--- src/rtl/mem_port_arbiter_if.sv ---
// Bundles the load/store, debug, halt and RAM port-B signals of mem_port_arbiter.
// slave is the arbiter's view; master is the view of the requesters and the RAM around it.
interface mem_port_arbiter_if #(
  parameter int cXLEN  = 32,
  parameter int cAddrW = 10,
  parameter int cTagW  = 5
);
  logic              iLsReq;
  logic              iLsWrite;
  logic [cAddrW-1:0] iLsAddr;
  logic [cXLEN-1:0]  iLsData;
  logic [cTagW-1:0]  iLsTag;
  logic              oLsGnt;
  logic              oLsRdv;
  logic [cTagW-1:0]  oLsTag;
  logic [cXLEN-1:0]  oLsRData;

  logic              iDbgReq;
  logic              iDbgWrite;
  logic [cAddrW-1:0] iDbgAddr;
  logic [cXLEN-1:0]  iDbgData;
  logic              oDbgGnt;
  logic              oDbgRdv;
  logic [cXLEN-1:0]  oDbgRData;

  logic              iDbgHalt;
  logic              oHalted;
  logic              oFetchNoOp;

  logic              oRamEn;
  logic              oRamWEn;
  logic [cAddrW-1:0] oRamAddr;
  logic [cXLEN-1:0]  oRamWData;
  logic [cXLEN-1:0]  iRamRData;

  modport slave (
    input  iLsReq, iLsWrite, iLsAddr, iLsData, iLsTag,
    output oLsGnt, oLsRdv, oLsTag, oLsRData,
    input  iDbgReq, iDbgWrite, iDbgAddr, iDbgData,
    output oDbgGnt, oDbgRdv, oDbgRData,
    input  iDbgHalt,
    output oHalted, oFetchNoOp,
    output oRamEn, oRamWEn, oRamAddr, oRamWData,
    input  iRamRData
  );

  modport master (
    output iLsReq, iLsWrite, iLsAddr, iLsData, iLsTag,
    input  oLsGnt, oLsRdv, oLsTag, oLsRData,
    output iDbgReq, iDbgWrite, iDbgAddr, iDbgData,
    input  oDbgGnt, oDbgRdv, oDbgRData,
    output iDbgHalt,
    input  oHalted, oFetchNoOp,
    input  oRamEn, oRamWEn, oRamAddr, oRamWData,
    output iRamRData
  );
endinterface

--- src/rtl/mem_port_arbiter.sv ---
// Shares RAM port B between load/store and debug, returns tagged read data, runs the debug halt sequence.
// Define ARB_ROUND_ROBIN_EN for round-robin arbitration in RUN; default is fixed LS-over-debug priority.
module mem_port_arbiter #(
  parameter int cXLEN       = 32,
  parameter int cAddrW      = 10,
  parameter int cTagW       = 5,
  parameter int cRamLatency = 1
) (
  input logic               iClk,
  input logic               iRst,
  mem_port_arbiter_if.slave bus
);
  typedef enum logic [1:0] {RUN, DRAIN, HALTED} stateT;

  localparam int cLast = cRamLatency - 1;

  stateT             stateReg;
  logic              haltedReg;
  logic              noOpReg;

  logic              lsGnt;
  logic              dbgGnt;
  logic              lsWins;

  logic              cmdEnReg;
  logic              cmdWEnReg;
  logic              cmdLsReg;
  logic [cAddrW-1:0] cmdAddrReg;
  logic [cXLEN-1:0]  cmdWDataReg;
  logic [cTagW-1:0]  cmdTagReg;

  logic [cRamLatency-1:0] pipeValidReg;
  logic [cRamLatency-1:0] pipeLsReg;
  logic [cTagW-1:0]       pipeTagReg [cRamLatency];
  logic [cRamLatency-1:0] lsInFlight;
  logic                   drained;
  logic                   lsRdv;
  logic                   dbgRdv;

`ifdef ARB_ROUND_ROBIN_EN
  // 0 = debug was granted last, so load/store takes the first tie after reset.
  logic lastGntLsReg;

  assign lsWins = !(bus.iDbgReq && lastGntLsReg);

  always_ff @(posedge iClk) begin
    if (iRst) begin
      lastGntLsReg <= 1'b0;
    end else if (lsGnt) begin
      lastGntLsReg <= 1'b1;
    end else if (dbgGnt) begin
      lastGntLsReg <= 1'b0;
    end
  end
`else
  assign lsWins = 1'b1;
`endif

  // Load/store is only ever granted in RUN; debug takes whatever load/store leaves.
  assign lsGnt  = bus.iLsReq && (stateReg == RUN) && lsWins;
  assign dbgGnt = bus.iDbgReq && !lsGnt;

  assign bus.oLsGnt  = lsGnt;
  assign bus.oDbgGnt = dbgGnt;

  always_ff @(posedge iClk) begin
    if (iRst) begin
      cmdEnReg    <= 1'b0;
      cmdWEnReg   <= 1'b0;
      cmdLsReg    <= 1'b0;
      cmdAddrReg  <= '0;
      cmdWDataReg <= '0;
      cmdTagReg   <= '0;
    end else begin
      cmdEnReg    <= lsGnt || dbgGnt;
      cmdWEnReg   <= lsGnt ? bus.iLsWrite : (dbgGnt && bus.iDbgWrite);
      cmdLsReg    <= lsGnt;
      cmdAddrReg  <= lsGnt ? bus.iLsAddr : (dbgGnt ? bus.iDbgAddr : '0);
      cmdWDataReg <= lsGnt ? bus.iLsData : (dbgGnt ? bus.iDbgData : '0);
      cmdTagReg   <= lsGnt ? bus.iLsTag : '0;
    end
  end

  assign bus.oRamEn    = cmdEnReg;
  assign bus.oRamWEn   = cmdWEnReg;
  assign bus.oRamAddr  = cmdAddrReg;
  assign bus.oRamWData = cmdWDataReg;

  // Stage 0 is filled as the RAM sees a read; the last stage lines up with its data.
  always_ff @(posedge iClk) begin
    if (iRst) begin
      pipeValidReg <= '0;
      pipeLsReg    <= '0;
      for (int i = 0; i < cRamLatency; i++) begin
        pipeTagReg[i] <= '0;
      end
    end else begin
      pipeValidReg[0] <= cmdEnReg && !cmdWEnReg;
      pipeLsReg[0]    <= cmdLsReg;
      pipeTagReg[0]   <= cmdTagReg;
      for (int i = 1; i < cRamLatency; i++) begin
        pipeValidReg[i] <= pipeValidReg[i-1];
        pipeLsReg[i]    <= pipeLsReg[i-1];
        pipeTagReg[i]   <= pipeTagReg[i-1];
      end
    end
  end

  generate
    for (genvar gi = 0; gi < cRamLatency; gi++) begin : gLsInFlight
      assign lsInFlight[gi] = pipeValidReg[gi] && pipeLsReg[gi];
    end
  endgenerate

  assign drained = !(cmdEnReg && cmdLsReg) && !(|lsInFlight);

  assign lsRdv  = pipeValidReg[cLast] && pipeLsReg[cLast];
  assign dbgRdv = pipeValidReg[cLast] && !pipeLsReg[cLast];

  assign bus.oLsRdv    = lsRdv;
  assign bus.oLsTag    = lsRdv ? pipeTagReg[cLast] : '0;
  assign bus.oLsRData  = lsRdv ? bus.iRamRData : '0;
  assign bus.oDbgRdv   = dbgRdv;
  assign bus.oDbgRData = dbgRdv ? bus.iRamRData : '0;

  always_ff @(posedge iClk) begin
    if (iRst) begin
      stateReg  <= RUN;
      haltedReg <= 1'b0;
      noOpReg   <= 1'b0;
    end else begin
      case (stateReg)
        RUN: begin
          if (bus.iDbgHalt) begin
            stateReg <= DRAIN;
            noOpReg  <= 1'b1;
          end
        end
        DRAIN: begin
          if (!bus.iDbgHalt) begin
            stateReg <= RUN;
            noOpReg  <= 1'b0;
          end else if (drained) begin
            stateReg  <= HALTED;
            haltedReg <= 1'b1;
          end
        end
        HALTED: begin
          if (!bus.iDbgHalt) begin
            stateReg  <= RUN;
            haltedReg <= 1'b0;
            noOpReg   <= 1'b0;
          end
        end
        default: begin
          stateReg  <= RUN;
          haltedReg <= 1'b0;
          noOpReg   <= 1'b0;
        end
      endcase
    end
  end

  assign bus.oHalted    = haltedReg;
  assign bus.oFetchNoOp = noOpReg;
endmodule

--- src/flat_wrapper.sv ---
// flat-port wrapper written by rule: the top's interface ports become plain ports
module mem_port_arbiter_flat 
#(
  parameter int cXLEN       = 32,
  parameter int cAddrW      = 10,
  parameter int cTagW       = 5,
  parameter int cRamLatency = 1
)
  (iClk, iRst, bus_iLsReq, bus_iLsWrite, bus_iLsAddr, bus_iLsData, bus_iLsTag, bus_oLsGnt, bus_oLsRdv, bus_oLsTag, bus_oLsRData, bus_iDbgReq, bus_iDbgWrite, bus_iDbgAddr, bus_iDbgData, bus_oDbgGnt, bus_oDbgRdv, bus_oDbgRData, bus_iDbgHalt, bus_oHalted, bus_oFetchNoOp, bus_oRamEn, bus_oRamWEn, bus_oRamAddr, bus_oRamWData, bus_iRamRData);
  mem_port_arbiter_if #(.cXLEN(cXLEN), .cAddrW(cAddrW), .cTagW(cTagW)) bus_i ();
  input logic iClk;
  input logic iRst;
  input wire logic [$bits(bus_i.iLsReq)-1:0] bus_iLsReq;
  input wire logic [$bits(bus_i.iLsWrite)-1:0] bus_iLsWrite;
  input wire logic [$bits(bus_i.iLsAddr)-1:0] bus_iLsAddr;
  input wire logic [$bits(bus_i.iLsData)-1:0] bus_iLsData;
  input wire logic [$bits(bus_i.iLsTag)-1:0] bus_iLsTag;
  output wire logic [$bits(bus_i.oLsGnt)-1:0] bus_oLsGnt;
  output wire logic [$bits(bus_i.oLsRdv)-1:0] bus_oLsRdv;
  output wire logic [$bits(bus_i.oLsTag)-1:0] bus_oLsTag;
  output wire logic [$bits(bus_i.oLsRData)-1:0] bus_oLsRData;
  input wire logic [$bits(bus_i.iDbgReq)-1:0] bus_iDbgReq;
  input wire logic [$bits(bus_i.iDbgWrite)-1:0] bus_iDbgWrite;
  input wire logic [$bits(bus_i.iDbgAddr)-1:0] bus_iDbgAddr;
  input wire logic [$bits(bus_i.iDbgData)-1:0] bus_iDbgData;
  output wire logic [$bits(bus_i.oDbgGnt)-1:0] bus_oDbgGnt;
  output wire logic [$bits(bus_i.oDbgRdv)-1:0] bus_oDbgRdv;
  output wire logic [$bits(bus_i.oDbgRData)-1:0] bus_oDbgRData;
  input wire logic [$bits(bus_i.iDbgHalt)-1:0] bus_iDbgHalt;
  output wire logic [$bits(bus_i.oHalted)-1:0] bus_oHalted;
  output wire logic [$bits(bus_i.oFetchNoOp)-1:0] bus_oFetchNoOp;
  output wire logic [$bits(bus_i.oRamEn)-1:0] bus_oRamEn;
  output wire logic [$bits(bus_i.oRamWEn)-1:0] bus_oRamWEn;
  output wire logic [$bits(bus_i.oRamAddr)-1:0] bus_oRamAddr;
  output wire logic [$bits(bus_i.oRamWData)-1:0] bus_oRamWData;
  input wire logic [$bits(bus_i.iRamRData)-1:0] bus_iRamRData;
  assign bus_i.iLsReq = bus_iLsReq;
  assign bus_i.iLsWrite = bus_iLsWrite;
  assign bus_i.iLsAddr = bus_iLsAddr;
  assign bus_i.iLsData = bus_iLsData;
  assign bus_i.iLsTag = bus_iLsTag;
  assign bus_oLsGnt = bus_i.oLsGnt;
  assign bus_oLsRdv = bus_i.oLsRdv;
  assign bus_oLsTag = bus_i.oLsTag;
  assign bus_oLsRData = bus_i.oLsRData;
  assign bus_i.iDbgReq = bus_iDbgReq;
  assign bus_i.iDbgWrite = bus_iDbgWrite;
  assign bus_i.iDbgAddr = bus_iDbgAddr;
  assign bus_i.iDbgData = bus_iDbgData;
  assign bus_oDbgGnt = bus_i.oDbgGnt;
  assign bus_oDbgRdv = bus_i.oDbgRdv;
  assign bus_oDbgRData = bus_i.oDbgRData;
  assign bus_i.iDbgHalt = bus_iDbgHalt;
  assign bus_oHalted = bus_i.oHalted;
  assign bus_oFetchNoOp = bus_i.oFetchNoOp;
  assign bus_oRamEn = bus_i.oRamEn;
  assign bus_oRamWEn = bus_i.oRamWEn;
  assign bus_oRamAddr = bus_i.oRamAddr;
  assign bus_oRamWData = bus_i.oRamWData;
  assign bus_i.iRamRData = bus_iRamRData;
  mem_port_arbiter #(.cXLEN(cXLEN), .cAddrW(cAddrW), .cTagW(cTagW), .cRamLatency(cRamLatency)) u_core (.iClk(iClk), .iRst(iRst), .bus(bus_i));
endmodule
--- config.mk ---
export PLATFORM = sky130hd
export DESIGN_NAME = mem_port_arbiter_flat
export DESIGN_NICKNAME = d
export VERILOG_FILES = /design/src/rtl/mem_port_arbiter_if.sv /design/src/rtl/mem_port_arbiter.sv /design/src/flat_wrapper.sv
export SDC_FILE = /design/constraint.sdc
export NUM_CORES = 1
export LEC_CHECK = 0
export CAP_MARGIN = 25
export CORE_AREA = 2 2 97 99
export DETAILED_ROUTE_END_ITERATION = 10
export DIE_AREA = 0 0 99 101
export PLACE_DENSITY_LB_ADDON = 0.2
export SETUP_SLACK_MARGIN = 0.5
export SLEW_MARGIN = 25
export SYNTH_ARGS = -nofsm -noshare
export SYNTH_HDL_FRONTEND = slang
export SYNTH_SLANG_ARGS = --single-unit
--- constraint.sdc ---
create_clock -name iClk -period 4.9 [get_ports iClk]
set_clock_uncertainty 0.15 [all_clocks]
set_input_delay 0.98 -clock iClk [delete_from_list [all_inputs] [get_ports iClk]]
set_output_delay 0.98 -clock iClk [all_outputs]
set_load 0.03 [all_outputs]
Word-level counts from Yosys, hierarchy flattened:

Memories as Yosys holds them, arrays and structs flattened.
Index checks and enable logic that the tools add are counted.

* flip-flop bits (word level): 56
* bits in writable memories: 5
* input bits: 128
* output and inout bits: 119
* word-level logic and storage cells: 67
* memories: 1

Memories
* u_core.pipeTagReg: words 1, bits a word 5, rd ports 1, clocked after memory_dff 0, write ports 1, RTL line mem_port_arbiter.sv:34 `logic [cTagW-1:0] pipeTagReg [cRamLatency];`

* equal/unequal tests: 8
* mux-type cells: 24
* bitwise gates (word level): 2
* reductions and logical operators: 21

Operators by type and width (number)
* $mux 32: 4
* $mux 10: 2
* $mux 5: 2
* $mux 1: 9
* $logic_and 1x1->1: 8
* $mux 2: 4
* $ne 2x2->1 const B: 4
* $pmux 2 s3: 1
* $logic_not 1->1: 5
* $reduce_or 5->1: 1
* $reduce_and 4->1: 1
* $reduce_or 2->1: 2
* $ne 3x2->1 const B: 1
* $pmux 1 s3: 1
* $reduce_and 3->1: 1
* $eq 2x1->1 const B: 1
* $eq 2x2->1 const B: 1
* $logic_not 2->1: 1
* $ne 2x1->1 const B: 1
* $not 1->1: 2
* $pmux 1 s2: 1
* $reduce_and 2->1: 1
* $logic_or 1x1->1: 1

Depth between registers and ports, before layout:

* depth after elaboration: 6
* mapped depth: 7
* mapped depth without buffers: 5

Least setup slack after synthesis:

Ideal clock, no wire load.

* path kind: register to output
* start: register u_core.pipeValidReg
* end: output bus_oDbgRData[22]
* data arrival time: 1.391 ns
* data required time: 3.770 ns
* slack: 2.379 ns
* cell stages (with the launch flop): 4
* path buffers: 1
* path through: dfxtp_1 nor2b_1 clkbuf_1 and2_1

* longest elaborated chain between the ends: 2

Ends and longest elaborated chain
* start: declaration: RTL line mem_port_arbiter.sv:32 `logic [cRamLatency-1:0] pipeValidReg;`
* start signal: indexed assignment: RTL line mem_port_arbiter.sv:102 `pipeValidReg[i] <= pipeValidReg[i-1];`
* $logic_and 1x1->1: RTL line mem_port_arbiter.sv:118 `assign dbgRdv = pipeValidReg[cLast] && !pipeLsReg[cLast];`
* net bus_oDbgRdv: RTL line flat_wrapper.sv:27 `output wire logic [$bits(bus_i.oDbgRdv)-1:0] bus_oDbgRdv;`
* $mux 32: RTL line mem_port_arbiter.sv:124 `assign bus.oDbgRData = dbgRdv ? bus.iRamRData : '0;`
* end: declaration: RTL line flat_wrapper.sv:28 `output wire logic [$bits(bus_i.oDbgRData)-1:0] bus_oDbgRData;`

The timed path passes the listed nets, and every way through them passes these cells.

Worst setup path in the final report:

* start: input bus_iLsReq
* end: output bus_oDbgGnt

* longest elaborated chain between the ends: 3

Ends and longest elaborated chain
* start: declaration: RTL line flat_wrapper.sv:13 `input wire logic [$bits(bus_i.iLsReq)-1:0] bus_iLsReq;`
* $logic_and 1x1->1: RTL line mem_port_arbiter.sv:60 `assign lsGnt = bus.iLsReq && (stateReg == RUN) && lsWins;`
* $logic_not 1->1: RTL line mem_port_arbiter.sv:61 `assign dbgGnt = bus.iDbgReq && !lsGnt;`
* $logic_and 1x1->1: RTL line mem_port_arbiter.sv:61
* end: declaration: RTL line flat_wrapper.sv:26 `output wire logic [$bits(bus_i.oDbgGnt)-1:0] bus_oDbgGnt;`

No other way between the ends.

==> flow_metrics.tcl <==
set metrics [dict create \
    status "completed" \
    period_minus_slack_ns 3.46 \
    worstSetupEndpointType "output port" \
    yosys-top-cells-count "61 x dfxtp_1, 43 x a22o_1, 39 x and2_1" \
    async_flop_share_pct 0 \
    grt_pass1_wl_mm 12.8 \
    synth_ff_type "dfxtp_1" \
    cts_tree "yes" \
    syn_area_sq_mm 0.00246 \
    ys.warnings.count 0 \
    fillerInstances 815 \
    hold_path_class "reg -> reg" \
    clk_latency_ns 0.32 \
    holdBufCountCts 0 \
    design.die.area_sq_mm 0.0100 \
    worstSetupStartpointType "input port" \
    grt_max_degree 50 \
    cts_max_level 3 \
    drive_gt1_share_pct 4.73 \
    synth-edff-count 0 \
    fp.dieW_microns 99 \
    synth.largest_area_cell "dfxtp_1" \
    fp.dieH_microns 101 \
    hold_violations 0 \
    grt.busiest_layer "met2" \
    routed_wl_mm 8.71 \
    worstSetupPathType "in -> out" \
    p_leak_uw 0.00216 \
    viasPerCell 4.54 \
    antenna_found_initial 0 \
    wl_per_cell_microns 14.6 \
    max_slew_margin_pct 62.4 \
    vias 2713 \
    synthTopCellsByArea "dfxtp_1 50%, a22o_1 15%, and2_1 9.9%" \
    required_ns 3.77 \
    use_met2_pct 30.5 \
    rsz0062_at_grt "false" \
    clk_pin_slew_ns 0.07 \
    met3_usage_pct 8.25 \
    diodes 0 \
    syn_to_final_growth_pct 111 \
    synth_top_area_share_pct 49.6 \
    fin_crit_sh_pct 70.6 \
    cp_data_arrival_time_ns 2.33 \
    setup_violations 0 \
    synthDistinctLibCells 28 \
    drt_iter0_markers 57 \
    power_per_cell_area_mw_per_mm2 290 \
    nets 613 \
    drc_errors 0 \
    synth_most_common_cell "dfxtp_1" \
    portBuffers 246 \
    synth_cells 241 \
    fin_setup_tns_ns 0 \
    gp_congestion 0.818 \
    vdd_drop_max_v 0.000208 \
    cts_setup_buffers 0 \
    use_met1_pct 15.1 \
    r2r_cells 6 \
    postRouteAntennaNets 0 \
    firstDrtPassIters 6 \
    grt_pass1_vias 2575 \
    cts_resized 0 \
    core_area_sq_mm 0.00898 \
    min_path_cells 1 \
    start_util_pct 27.4 \
    dp_hpwl_mm 6.83 \
    grt_usage_pct 16.3 \
    grt_remaining_overflow 0 \
    worst_hold_slack_ns 0.289 \
    rows 35 \
    fmax_mhz 289 \
    syn_area_per_cell_sq_um 10.2 \
    clk_path_buf_depth 2 \
    synth-seq-cells 61 \
    cts.sinks 61 \
    ys_seq_area_share_pct 49.6 \
    synth_nets 373 \
    tightest_slew_ns 0.563 \
    io_pins 247 \
    maxCapViolCount 0 \
    numCtsBuffers 9 \
    cp_max_fo 4 \
    drv_slew 0 \
    cts-root-buf "clkbuf_8" \
]
## flip-flops by register name (all words and copies together) (netlist names)
signal and flops:
u_core.cmdTagReg 5, u_core.bus.oRamWData 32, u_core.bus.oFetchNoOp 1, u_core.pipeValidReg 1
u_core.bus.oRamWEn 1, u_core.cmdLsReg 1, u_core.pipeTagReg 5, u_core.stateReg 2
u_core.bus.oRamEn 1, u_core.pipeLsReg 1, u_core.bus.oRamAddr 10, u_core.bus.oHalted 1
## worst paths after layout
check	startpoint	to	slack (ns)
worst max-delay path	bus_iLsReq	bus_oDbgGnt	1.44
worst min-delay path	u_core.cmdTagReg[4]	u_core.pipeTagReg[0][4]	0.29
worst max register to register	u_core.stateReg[0]	u_core.bus.oRamWData[13]	3.03
worst min register to register	u_core.cmdTagReg[4]	u_core.pipeTagReg[0][4]	0.29
## cells in the final DEF (no fill, tap or decap)
| cell | instances |
|---|---|
| a21o_1 | 1 |
| a21oi_1 | 1 |
| a221oi_1 | 1 |
| a22o_1 | 43 |
| a22oi_1 | 1 |
| a2bb2oi_1 | 1 |
| a311oi_1 | 1 |
| a31oi_1 | 1 |
| and2_1 | 39 |
| and3_1 | 37 |
| and3b_1 | 1 |
| buf_16 | 1 |
| buf_4 | 4 |
| bufinv_16 | 2 |
| clkbuf_8 | 9 |
| clkdlybuf4s50_1 | 246 |
| clkinv_2 | 3 |
| clkinvlp_4 | 2 |
| dfxtp_1 | 61 |
| ha_1 | 4 |
| inv_1 | 5 |
| mux2i_1 | 1 |
| nand2_1 | 4 |
| nand2_2 | 1 |
| nand2b_1 | 2 |
| nor2_1 | 2 |
| nor2_4 | 1 |
| nor2b_1 | 8 |
| nor3b_1 | 1 |
| o21ai_0 | 1 |
| o221ai_1 | 1 |
## layer usage
metal / vias to the layer above / share of wire (%)
met5: - / 0
li1: 1331 / -
met1: 1203 / 34
met4: 0 / 1.9
met3: 13 / 13
met2: 166 / 52
## stage by stage
| stage | setup WS (ns) | power (uW) | utilization [%] | cell area, sq um | std cells |
|---|---|---|---|---|---|
| CTS | 1.43 | 1530 | 57.7 | 5180 | 596 |
| global placement | 1.44 | 1040 | 55.3 | 4970 | 580 |
| detailed placement | 1.44 | 1050 | 55.3 | 4970 | 580 |
| finish | 1.44 | 1510 | 58.0 | 5210 | 597 |
| global route | 1.38 | 1590 | 58.0 | 5210 | 597 |
| floorplan | 2.38 | 809 | - | 2460 | 241 |
## cells by family (layout without fill, tap and decap cells)
kind of cell,after synthesis,in the layout,synth area share (%)
adders and majority gates,4,4,2.03
DFF,61,61,49.6
and+or+nand+nor,96,96,23.9
muxes,1,1,0.406
buffers and inverters,27,272,6.09
AOI/OAI and AO/OA,52,52,18.0
## critical path, stage by stage
cell and delay (ns):
clkdlybuf4s50_1 0.43, nand2_2 0.12, and2_1 0.14, clkdlybuf4s50_1 0.66
## layout make-up
class	instances	area, sq um	share of cell area (%)
Clock inverter	7	90.1	1.73
Multi-Input combinational cell	153	1100	21.1
Inverter	5	18.8	0.360
Tap cell	111	139	2.67
Timing Repair Buffer	251	2520	48.4
Sequential cell	61	1220	23.4
Clock buffer	9	124	2.38
## power by group
part	total (uW)	switching, uW	internal (uW)
Combinational	475	231	244
Sequential	561	15.2	546
Clock	477	193	283
(Power assumes the default switching activity.)
